<file path="src/rtl/pong_pkg.sv">
// Shared types and constants for the pong paddle controller.
// Filter state encodings, default screen geometry, paddle step helper.
package pong_pkg;

    typedef enum logic [1:0] {
        ZERO = 2'b00,
        ZTO  = 2'b01,
        ONE  = 2'b10,
        OTZ  = 2'b11
    } filt_state_t;

    localparam int DEF_Y_MAX = 480;
    localparam int DEF_PAD_H = 80;

    // Saturating move in 11 bits so neither 0 nor lim is ever crossed.
    function automatic logic [9:0] step_y(
        input logic [9:0] y,
        input logic       up,
        input logic       dn,
        input int         step,
        input int         lim
    );
        logic [10:0] w_sum;
        step_y = y;
        if (up && !dn) begin
            w_sum  = {1'b0, y} - 11'(step);
            step_y = w_sum[10] ? 10'd0 : w_sum[9:0];
        end else if (dn && !up) begin
            w_sum  = {1'b0, y} + 11'(step);
            step_y = (w_sum > 11'(lim)) ? 10'(lim) : w_sum[9:0];
        end
    endfunction

endpackage

</file>
<file path="src/rtl/key_filter.sv">
// Four-state debounce filter for one raw key.
// The clean level flips only after the raw level is stable long enough.
module key_filter
    import pong_pkg::*;
#(
    parameter int DEB_CYCLES = 5000000
) (
    input  logic clk,
    input  logic rst,
    input  logic keyin,
    output logic keyout
);

    localparam int CW = (DEB_CYCLES > 1) ? $clog2(DEB_CYCLES) : 1;
    localparam logic [CW-1:0] LAST = CW'(DEB_CYCLES - 1);

    filt_state_t   r_state;
    filt_state_t   w_next;
    logic [CW-1:0] r_cnt;
    logic [CW-1:0] w_cnt_next;

    always_ff @(posedge clk) begin
        if (rst) begin
            r_state <= ONE;
            r_cnt   <= '0;
        end else begin
            r_state <= w_next;
            r_cnt   <= w_cnt_next;
        end
    end

    always_comb begin
        w_next     = r_state;
        w_cnt_next = r_cnt;
        unique case (r_state)
            ZERO: begin
                if (keyin) begin
                    w_next     = ZTO;
                    w_cnt_next = '0;
                end
            end
            ZTO: begin
                if (!keyin)
                    w_next = ZERO;
                else if (r_cnt == LAST)
                    w_next = ONE;
                else
                    w_cnt_next = r_cnt + 1'b1;
            end
            ONE: begin
                if (!keyin) begin
                    w_next     = OTZ;
                    w_cnt_next = '0;
                end
            end
            OTZ: begin
                if (keyin)
                    w_next = ONE;
                else if (r_cnt == LAST)
                    w_next = ZERO;
                else
                    w_cnt_next = r_cnt + 1'b1;
            end
            default: w_next = ONE;
        endcase
    end

    assign keyout = (r_state == ONE) || (r_state == OTZ);

endmodule

</file>
<file path="src/rtl/paddle_ctrl.sv">
// Two-paddle controller: debounced keys, press pulses,
// shared movement tick and saturating paddle positions.
module paddle_ctrl
    import pong_pkg::*;
#(
    parameter int DEB_CYCLES = 5000000,
    parameter int MOVE_DIV   = 250000,
    parameter int STEP       = 4,
    parameter int Y_MAX      = DEF_Y_MAX,
    parameter int PAD_H      = DEF_PAD_H,
    parameter int Y_INIT     = 200
) (
    input  logic       clk,
    input  logic       rst,
    input  logic       en,
    input  logic [1:0] key_up,
    input  logic [1:0] key_dn,
    output logic [9:0] pad0_y,
    output logic [9:0] pad1_y,
    output logic [3:0] key_evt
);

    localparam int Y_LIM = Y_MAX - PAD_H;
    localparam int TW = (MOVE_DIV > 1) ? $clog2(MOVE_DIV) : 1;
    localparam logic [TW-1:0] T_LAST = TW'(MOVE_DIV - 1);

    logic [3:0]    w_raw;
    logic [3:0]    w_clean;
    logic [3:0]    r_prev;
    logic [3:0]    r_evt;
    logic [TW-1:0] r_tcnt;
    logic          w_tick;
    logic [9:0]    r_pad0;
    logic [9:0]    r_pad1;

    // Bit order matches key_evt: {dn1, up1, dn0, up0}.
    assign w_raw = {key_dn[1], key_up[1], key_dn[0], key_up[0]};

    for (genvar g = 0; g < 4; g++) begin : g_f
        key_filter #(
            .DEB_CYCLES(DEB_CYCLES)
        ) u_kf (
            .clk   (clk),
            .rst   (rst),
            .keyin (w_raw[g]),
            .keyout(w_clean[g])
        );
    end

    always_ff @(posedge clk) begin
        if (rst) begin
            r_prev <= '1;
            r_evt  <= '0;
        end else begin
            r_prev <= w_clean;
            r_evt  <= w_clean & ~r_prev;
        end
    end

    assign w_tick = en && (r_tcnt == T_LAST);

    always_ff @(posedge clk) begin
        if (rst || !en || w_tick)
            r_tcnt <= '0;
        else
            r_tcnt <= r_tcnt + 1'b1;
    end

    always_ff @(posedge clk) begin
        if (rst) begin
            r_pad0 <= 10'(Y_INIT);
            r_pad1 <= 10'(Y_INIT);
        end else if (w_tick) begin
            r_pad0 <= step_y(r_pad0, w_clean[0], w_clean[1],
                             STEP, Y_LIM);
            r_pad1 <= step_y(r_pad1, w_clean[2], w_clean[3],
                             STEP, Y_LIM);
        end
    end

    assign pad0_y  = r_pad0;
    assign pad1_y  = r_pad1;
    assign key_evt = r_evt;

endmodule

</file>
<file path="config.mk">
export PLATFORM = sky130hd
export DESIGN_NAME = paddle_ctrl
export DESIGN_NICKNAME = d
export VERILOG_FILES = /design/src/rtl/pong_pkg.sv /design/src/rtl/key_filter.sv /design/src/rtl/paddle_ctrl.sv
export SDC_FILE = /design/constraint.sdc
export NUM_CORES = 1
export LEC_CHECK = 0
export ABC_CLOCK_PERIOD_IN_PS = 5000
export CAP_MARGIN = 20
export CORE_MARGIN = 5
export CORE_UTILIZATION = 49
export DETAILED_ROUTE_END_ITERATION = 8
export PLACE_DENSITY = 0.74
export SETUP_SLACK_MARGIN = 0.15
export SLEW_MARGIN = 25
export SYNTH_ARGS = -nofsm -noshare
export SYNTH_HDL_FRONTEND = slang
export SYNTH_SLANG_ARGS = --single-unit
</file>
<file path="constraint.sdc">
create_clock -name clk -period 5 [get_ports clk]
set_clock_uncertainty 0.2 [all_clocks]
set_input_delay 1 -clock clk [delete_from_list [all_inputs] [get_ports clk]]
set_output_delay 1 -clock clk [all_outputs]
set_load 0.05 [all_outputs]
</file>
Yosys cells after proc, flatten, opt, wreduce, memory -nomap -nowiden

Index checks and enable logic that the tools add are counted.

$add $sub $neg: 9
Magnitude comparators: 2
Equal/unequal tests: 41
Mux-type cells: 60
Bitwise gates (word level): 2
Reductions and logical operators: 32

Operators by type and width:

| cell                                                            | number |
|---|---|
| two-way mux 23 bit                                              | 20 |
| one-hot mux 23 bit (4 select lines)                             | 4 |
| adder 23 x 1 -> 23 bit (second input constant)                  | 4 |
| equality test 23 bit (second input constant)                    | 4 |
| two-way mux 10 bit                                              | 8 |
| two-way mux 2 bit                                               | 24 |
| != test 2 bit (second input constant)                           | 16 |
| one-hot mux 2 bit (4 select lines)                              | 4 |
| AND reduction 4 bit                                             | 8 |
| != test 3 x 2 -> 1 bit (second input constant)                  | 8 |
| adder 10 x 3 -> 11 bit (second input constant)                  | 2 |
| greater-than comparator 11 x 9 -> 1 bit (second input constant) | 2 |
| subtractor 10 x 3 -> 11 bit (second input constant)             | 2 |
| adder 18 x 1 -> 18 bit (second input constant)                  | 1 |
| equality test 18 bit (second input constant)                    | 1 |
| equality test 2 bit (second input constant)                     | 8 |
| equality test 2 x 1 -> 1 bit (second input constant)            | 4 |
| zero test 2 bit                                                 | 4 |
| logical OR 1 bit                                                | 6 |
| logical AND 1 bit                                               | 5 |
| zero test 1 bit                                                 | 5 |
| bitwise AND 4 bit                                               | 1 |
| NOT 4 bit                                                       | 1 |
| AND reduction 2 bit                                             | 2 |
| nonzero test 2 bit                                              | 2 |

Register bits: 146
Output and inout port bits: 24

Depth between registers and ports, before layout

Gate-level depths: netlist of run 1.

Depth after elaboration: 6
Mapped depth: 9
Gate-level depth less buffers: 7

Modules after synthesis

Synthesis of run 1 repeated with hierarchy kept, for this count alone.

Cells, all modules: 1,032
Area, all modules: 8,212.9 sq um

Modules (own cells, without submodules):

| module      | instances | cells an instance | area each (sq um) |
|---|---|---|---|
| key_filter  | 4         | 180               | 1,430.1 |
| paddle_ctrl | 1         | 312               | 2,492.4 |

Worst setup path after synthesis of run 1

Ideal clock, no wire load.

Kind: input-to-reg
From: in en
To: reg r_pad1[9] (netlist: pad1_y[9])
Library setup time: 0.070 ns
Data arrival time: 2.340 ns
Data required time: 4.730 ns
Slack: 2.390 ns
Stages on the path: 5
Path through: nor3b_1 -> nand4_1 -> or3_1 -> or4b_1 -> a21oi_1

Longest elaborated chain between the ends: 2

Ends and longest elaborated chain:

| what                                 | RTL line          | RTL |
|---|---|---|
| from (decl)                          | paddle_ctrl.sv:15 | `input logic en,` |
| logical AND 1 bit                    | paddle_ctrl.sv:60 | `assign w_tick = en && (r_tcnt == T_LAST);` |
| AND reduction 2 bit (no source line) | n/a               |  |
| to (signal assigned)                 | paddle_ctrl.sv:72 | `r_pad1 <= 10'(Y_INIT);` |
| to (signal assigned)                 | paddle_ctrl.sv:76 | `r_pad1 <= step_y(r_pad1, w_clean[2], w_clean[3],` |
| to (decl)                            | paddle_ctrl.sv:34 | `logic [9:0] r_pad1;` |

No other way between the ends.
A chain may end at the register's enable or synchronous reset.

Worst setup path after layout of run 1

From: reg r_pad0[8] (netlist: pad0_y[8])
To: out pad0_y[8]

RTL lines:

| what                   | RTL line          | RTL |
|---|---|---|
| from (decl)            | paddle_ctrl.sv:33 | `logic [9:0] r_pad0;` |
| from (signal assigned) | paddle_ctrl.sv:71 | `r_pad0 <= 10'(Y_INIT);` |
| from (signal assigned) | paddle_ctrl.sv:74 | `r_pad0 <= step_y(r_pad0, w_clean[0], w_clean[1],` |
| to (decl)              | paddle_ctrl.sv:18 | `output logic [9:0] pad0_y,` |

No word-level cell between the ends.

==> results of run 1 <==
## cells by family after synthesis
logic type,after synthesis,synth area share (%)
AND/OR/NAND/NOR,445,32.5
buffers and inverters,55,3.33
XOR/XNOR,96,11.6
multiplexers,6,0.862
other,1,0.0517
adder cells (fa/ha/maj),11,1.90
flip-flops,142,39.2
AO/OA/AOI/OAI,116,10.6
## Yosys cell counts, drive strengths merged (2+ instances only)
master / count
dfxtp: 142
nor2: 131
nand2: 72
xor2: 65
nand4: 51
nand3: 50
o21ai: 34
xnor2: 31
nor3: 29
a21oi: 28
clkbuf: 25
and3: 18
inv: 18
nor4: 18
a31oi: 16
or3: 15
buf: 12
ha: 11
and2: 8
nand2b: 8
nor3b: 8
nor4b: 6
o31ai: 6
or4: 6
or4b: 6
mux2i: 4
or2: 4
a311oi: 3
a32oi: 3
and4: 3
nor4bb: 3
a2111oi: 2
a211oi: 2
a21boi: 2
a21o: 2
a22oi: 2
a32o: 2
a41o: 2
and4bb: 2
mux2: 2
nand4b: 2
nor2b: 2
## registers in the layout (all words and copies together), names as in the netlist
signal / flops
r_prev: 4
g_f.u_kf.r_cnt: 92
g_f.u_kf.r_state: 8
pad0_y: 8
key_evt: 4
r_tcnt: 18
pad1_y: 8
## path summary, 6_finish.rpt
path / startpoint / endpoint / slack [ps] / cells after the start
worst max register to register: pad1_y[6]$_SDFFE_PP1P_ / pad1_y[3]$_SDFFE_PP1P_ / 2530 / 5
worst min register to register: r_prev[2]$_SDFF_PP1_ / key_evt[2]$_SDFF_PP0_ / 190 / 1
worst min-delay path: r_prev[2]$_SDFF_PP1_ / key_evt[2]$_SDFF_PP0_ / 190 / 1
worst max-delay path: pad0_y[8]$_SDFFE_PP0P_ / pad0_y[8] / 1860 / 1
## metrics by stage
step	std cells	total power (µW)	utilization [%]	hold WS, ps
finish	1084	2510	56.5	186
global route	1084	2600	56.5	210
global placement	1054	1280	52.5	176
CTS	1084	2530	56.5	189
detailed placement	1054	1280	52.5	182
floorplan	875	1250	-	167
## routing by layer
metal	track usage [%]	vias up	part of all wire, %
li1	-	3143	-
met1	23.1	2869	48
met2	28.0	106	46
met3	4.40	21	4.7
met4	6.63	0	1.2
met5	0	-	0
## area by class of cell
| type | count | share of cell area (%) |
|---|---|---|
| timing repair buffer | 32 | 3.72 |
| tap | 184 | 2.80 |
| sequential | 142 | 34.6 |
| multi-input combinational | 678 | 51.0 |
| clock buffer | 23 | 5.70 |
| inverter | 18 | 0.822 |
| clock inverter | 7 | 1.37 |
## power by group through the flow
stage | Combinational [µW] | Clock, µW | Sequential, µW
finish | 104 | 1250 | 1150
global route | 114 | 1330 | 1150
CTS | 105 | 1280 | 1150
detailed placement | 104 | 0 | 1180
global placement | 103 | 0 | 1180
floorplan | 75.5 | 0 | 1180
==> key figures, run 1 <==
Layout
  • Commonest non-fill, non-tap cell in the layout: dfxtp_1
  • Multi-input gate area: 4190 µm²
  • Nets@finish: 907
  • Synth-to-layout area growth: 13.2%
  • Layout cell share with drive strength beyond 1: 6.11%
  • Diodes inserted: 0
  • Commonest cells after routing, fill and taps aside: 142 x dfxtp_1, 131 x nor2_1, 72 x nand2_1
  • Design area: 8220 µm²
  • Reg area: 2840 µm²
  • Fill cells: 1352

Clock tree
  • Worst skew pair latency: 420 ps
  • Clk slew on worst S/H paths: 60 ps
  • Num CTS Buffers: 17
  • Clock Sinks: 142
  • Root Driver: clkbuf_16
  • Post-CTS Setup Inserts: 0
  • Post-CTS resize count: 0
  • Clock Path Buffers: 2
  • H-tree depth: 4
  • CTS Hold Buffers Added: 0
  • CTS tree: done

Place
  • Post-DP HPWL: 10100 µm
  • Worst slack, placed: 1540 ps
  • I/O Buffers: 26
  • Placed cell area: 7630 µm²
  • Final GP Congestion: 0.858

Global routing
  • Largest net degree at the start of global routing: 29
  • Vias in the first global route: 5752
  • Grt total ovfl: 0
  • Initial antenna violation count: 0
  • Total track usage: 17.6%
  • First-pass GRT wire length: 26400 µm

Power and ir drop
  • Internal Power: 1970 µW
  • Power Density: 306 nW/µm²
  • Max IR drop VDD: 0.000258 V
  • Comb power frac: 4.1%
  • P_leak: 0.00274 µW
  • Clk pwr share: 50.0%
  • Switch Pwr: 538 µW
  • Switching Fraction: 21.4%
  • Sequential Power Share: 45.9%

Logic synthesis
  • Top FF cell, synth: dfxtp_1
  • Top cells by area, synth: dfxtp_1 39%, xor2_1 7.8%, nor2_1 6.8%, nand4_1 4.3%, xnor2_1 3.7%
  • Synth warn: 0
  • Count of unique library cells instantiated by Yosys: 77
  • Syn Std Cell Area: 7250 µm²
  • Top cell type's share of synthesized area: 39.2%
  • Largest area contributor in the netlist: dfxtp_1
  • Seq/Total Area, Yosys: 39.2%
  • Ys async rst share: 0%
  • Cell count after synthesis: 872
  • EDFF count, synth: 0
  • #FFs+latches synth: 142
  • Syn avg cell area: 8.32 µm²

Setup path
  • CP Max Fanout: 13
  • WP data required: 3800 ps
  • Worst setup path class: reg2out
  • Critical path launch point type: flop
  • Worst setup EP type: output port
  • CP top delay family: buffers and inverters
  • CP max stage delay: 900 ps
  • Buffer and inverter count on the worst path: 1
  • CP max stage cell: clkdlybuf4s50_1
  • Crit path DAT: 1940 ps
  • Crit path cell chain: clkdlybuf4s50_1

Timing
  • RSZ-0062 raised after global routing: no
  • Min Tclk post-route: 3140 ps
  • Achievable Freq: 319 MHz
  • Final Max Tran Viols: 0
  • Endpoints failing setup: 0
  • Slew headroom: 44.7%
  • Least-Margin Pin Slew: 822 ps
  • Final Hold Viols: 0
  • Setup tns final: 0 ps
  • Tcrit/Tclk final: 62.7%
  • Final WS setup: 1860 ps

Job
  • Maxcap violations: 0

Floorplanning
  • Die span in x: 132 µm
  • Core ar.: 14500 µm²
  • IO Pins: 31
  • Die ar.: 17300 µm²
  • Die height: 132 µm
  • Starting Density: 49.9%
  • Std cell rows: 44

Routing
  • Via/cell ratio: 5.66
  • Routed WL: 15200 µm
  • Drt pass-1 iters: 5
  • Wire length per cell: 14.1 µm
  • Initial drt markers: 478
  • Final ANT Viol Nets: 0
  • Vias after detailed routing: 6139
  • DRC: 0

Hold path
  • HP Class: reg2reg

Outcome
  • Status: finished clean
(Power assumes the default switching activity.)
==> run 2, diff against run 1 <==
--- a/config.mk
+++ b/config.mk
@@ -5,7 +5,7 @@
 export SDC_FILE = /design/constraint.sdc
 export NUM_CORES = 1
 export LEC_CHECK = 0
-export ABC_CLOCK_PERIOD_IN_PS = 5000
+export ABC_CLOCK_PERIOD_IN_PS = 3000
 export CAP_MARGIN = 20
 export CORE_MARGIN = 5
 export CORE_UTILIZATION = 49
==> constraint.sdc (replaced) <==
create_clock -name clk -period 3 [get_ports clk]
set_clock_uncertainty 0.2 [all_clocks]
set_input_delay 0.6 -clock clk [delete_from_list [all_inputs] [get_ports clk]]
set_output_delay 0.6 -clock clk [all_outputs]
set_load 0.05 [all_outputs]
==> run 2 against run 1 <==
Cell area is 1.2% higher. Flip-flop and latch count stayed put. Sequential power up 67%. Die area stayed put. Largest power group unchanged.
==> key figures, run 2 (synthesis results as in run 1) <==
Setup path
  • Buffer and inverter count on the worst path: 1
  • Worst r2r src: g_f[0].u_kf.r_cnt[10]$_SDFFE_PP0P_
  • Critical path launch point type: flop
  • CP max stage delay: 940 ps
  • Setup crit start: pad1_y[4]$_SDFFE_PP0P_
  • CP max stage cell: clkdlybuf4s50_1
  • Crit path cell chain: clkdlybuf4s50_1
  • FF-to-FF path depth: 6
  • CP Depth: 1
  • R2r endpoint: g_f[0].u_kf.r_cnt[8]$_SDFFE_PP0P_
  • Worst setup path class: reg2out
  • WP data required: 2200 ps
  • Worst Setup EP: pad1_y[4]
  • Worst setup EP type: output port
  • CP Max Fanout: 13
  • Crit path DAT: 1960 ps
  • CP top delay family: buffers and inverters
  • R2R setup slack: 410 ps

Layout
  • Max reg flops: 92
  • Commonest non-fill, non-tap cell in the layout: dfxtp_1
  • Biggest regs: g_f.u_kf.r_cnt: 92 flops, r_tcnt: 18 flops
  • Layout cell share with drive strength beyond 1: 7.88%
  • Diodes inserted: 0
  • Synth-to-layout area growth: 14.6%
  • Biggest register: g_f.u_kf.r_cnt
  • Commonest cells after routing, fill and taps aside: 142 x dfxtp_1, 131 x nor2_1, 72 x nand2_1
  • Nets@finish: 920

Clock tree
  • Clk slew on worst S/H paths: 60 ps
  • Clock Sinks: 142
  • Num CTS Buffers: 17
  • Root Driver: clkbuf_16
  • Post-CTS resize count: 0
  • CTS Hold Buffers Added: 0
  • Post-CTS Setup Inserts: 0
  • Worst skew pair latency: 430 ps
  • H-tree depth: 4
  • CTS tree: done
  • Clock Path Buffers: 2

Routing
  • Wire length per cell: 14.1 µm
  • Final ANT Viol Nets: 0
  • DRC: 0
  • Routed WL: 15400 µm
  • Via/cell ratio: 5.65
  • Initial drt markers: 425
  • Drt pass-1 iters: 5
  • Vias after detailed routing: 6200

Timing
  • Tcrit/Tclk final: 92.0%
  • Least-Margin Pin Slew: 927 ps
  • Endpoints failing setup: 0
  • Final Hold Viols: 0
  • Setup tns final: 0 ps
  • RSZ-0062 raised after global routing: no
  • Achievable Freq: 362 MHz
  • Slew headroom: 37.3%
  • Min Tclk post-route: 2760 ps
  • Final Max Tran Viols: 0

Floorplanning
  • IO Pins: 31
  • Die ar.: 17300 µm²
  • Die span in x: 132 µm
  • Core ar.: 14500 µm²
  • Die height: 132 µm
  • Starting Density: 49.9%
  • Std cell rows: 44

Hold path
  • HP Class: reg2reg
  • Worst hold start: r_prev[0]$_SDFF_PP1_

Job
  • Maxcap violations: 0

Power and ir drop
  • Power Density: 505 nW/µm²
  • Comb power frac: 4.2%
  • Switch Pwr: 942 µW
  • Clk pwr share: 50.0%
  • Max IR drop VDD: 0.000452 V
  • Internal Power: 3250 µW
  • P_leak: 0.00281 µW
  • Total power of the final layout: 4200 µW
  • Sequential Power Share: 45.7%
  • Switching Fraction: 22.4%

Global routing
  • Total track usage: 17.8%
  • Vias in the first global route: 5711
  • Initial antenna violation count: 0
  • First-pass GRT wire length: 26500 µm
  • Largest net degree at the start of global routing: 28
  • Grt total ovfl: 0

Outcome
  • Status: finished clean

Place
  • Final GP Congestion: 0.847
  • I/O Buffers: 26
  • Post-DP HPWL: 10500 µm
## run 2: cell type report
cell class,count,area (µm²)
sequential,142,2840
clock buffer,21,480
fill,1350,6220
multi-input combinational,678,4180
timing repair buffer,45,403
tap,184,230
inverter,18,67.6
clock inverter,10,111
## run 2: per-stage QoR
stage	instance area (µm²)	setup slack (ps)	hold WS, ps	instances	utilization (%)
finish	8320	241	187	1098	57.2
CTS	8320	228	189	1098	57.2
floorplan	7270	590	167	875	-
detailed placement	7720	152	180	1067	53.2
global placement	7720	228	177	1067	53.2
global route	8320	176	190	1098	57.2
## run 2: power groups by stage
stage	clock network [µW]	registers, µW	logic, µW
2_1_floorplan	0	1960	126
6_report	2100	1920	177
5_1_grt	2230	1920	196
4_1_cts	2130	1920	178
3_3_place_gp	0	1960	176
3_5_place_dp	0	1960	178
## run 2: metal layers
metal / vias to the layer above / wire length, µm / track usage [%]
met2: 113 / 7170 / 28.4
met3: 18 / 819 / 4.59
met5: - / 0 / 0
met4: 0 / 227 / 6.29
li1: 3166 / - / -
met1: 2903 / 7220 / 23.5
## run 2: worst min-delay path by stage
| stage | depth (start not counted) | endpoint |
|---|---|---|
| finish | 1 | key_evt[0]$_SDFF_PP0_ |
| global route | 1 | key_evt[0]$_SDFF_PP0_ |
| CTS | 1 | key_evt[0]$_SDFF_PP0_ |
| detailed placement | 1 | key_evt[0]$_SDFF_PP0_ |
| global placement | 1 | key_evt[1]$_SDFF_PP0_ |
| floorplan | 1 | key_evt[3]$_SDFF_PP0_ |
==> run 3, diff against run 2 <==
--- a/config.mk
+++ b/config.mk
@@ -9,6 +9,7 @@
 export CAP_MARGIN = 20
 export CORE_MARGIN = 5
 export CORE_UTILIZATION = 49
+export CTS_CLUSTER_DIAMETER = 120
 export DETAILED_ROUTE_END_ITERATION = 8
 export PLACE_DENSITY = 0.74
 export SETUP_SLACK_MARGIN = 0.15
==> results of run 3 <==
Final layout, timing and power as in run 2 (identical DEF).
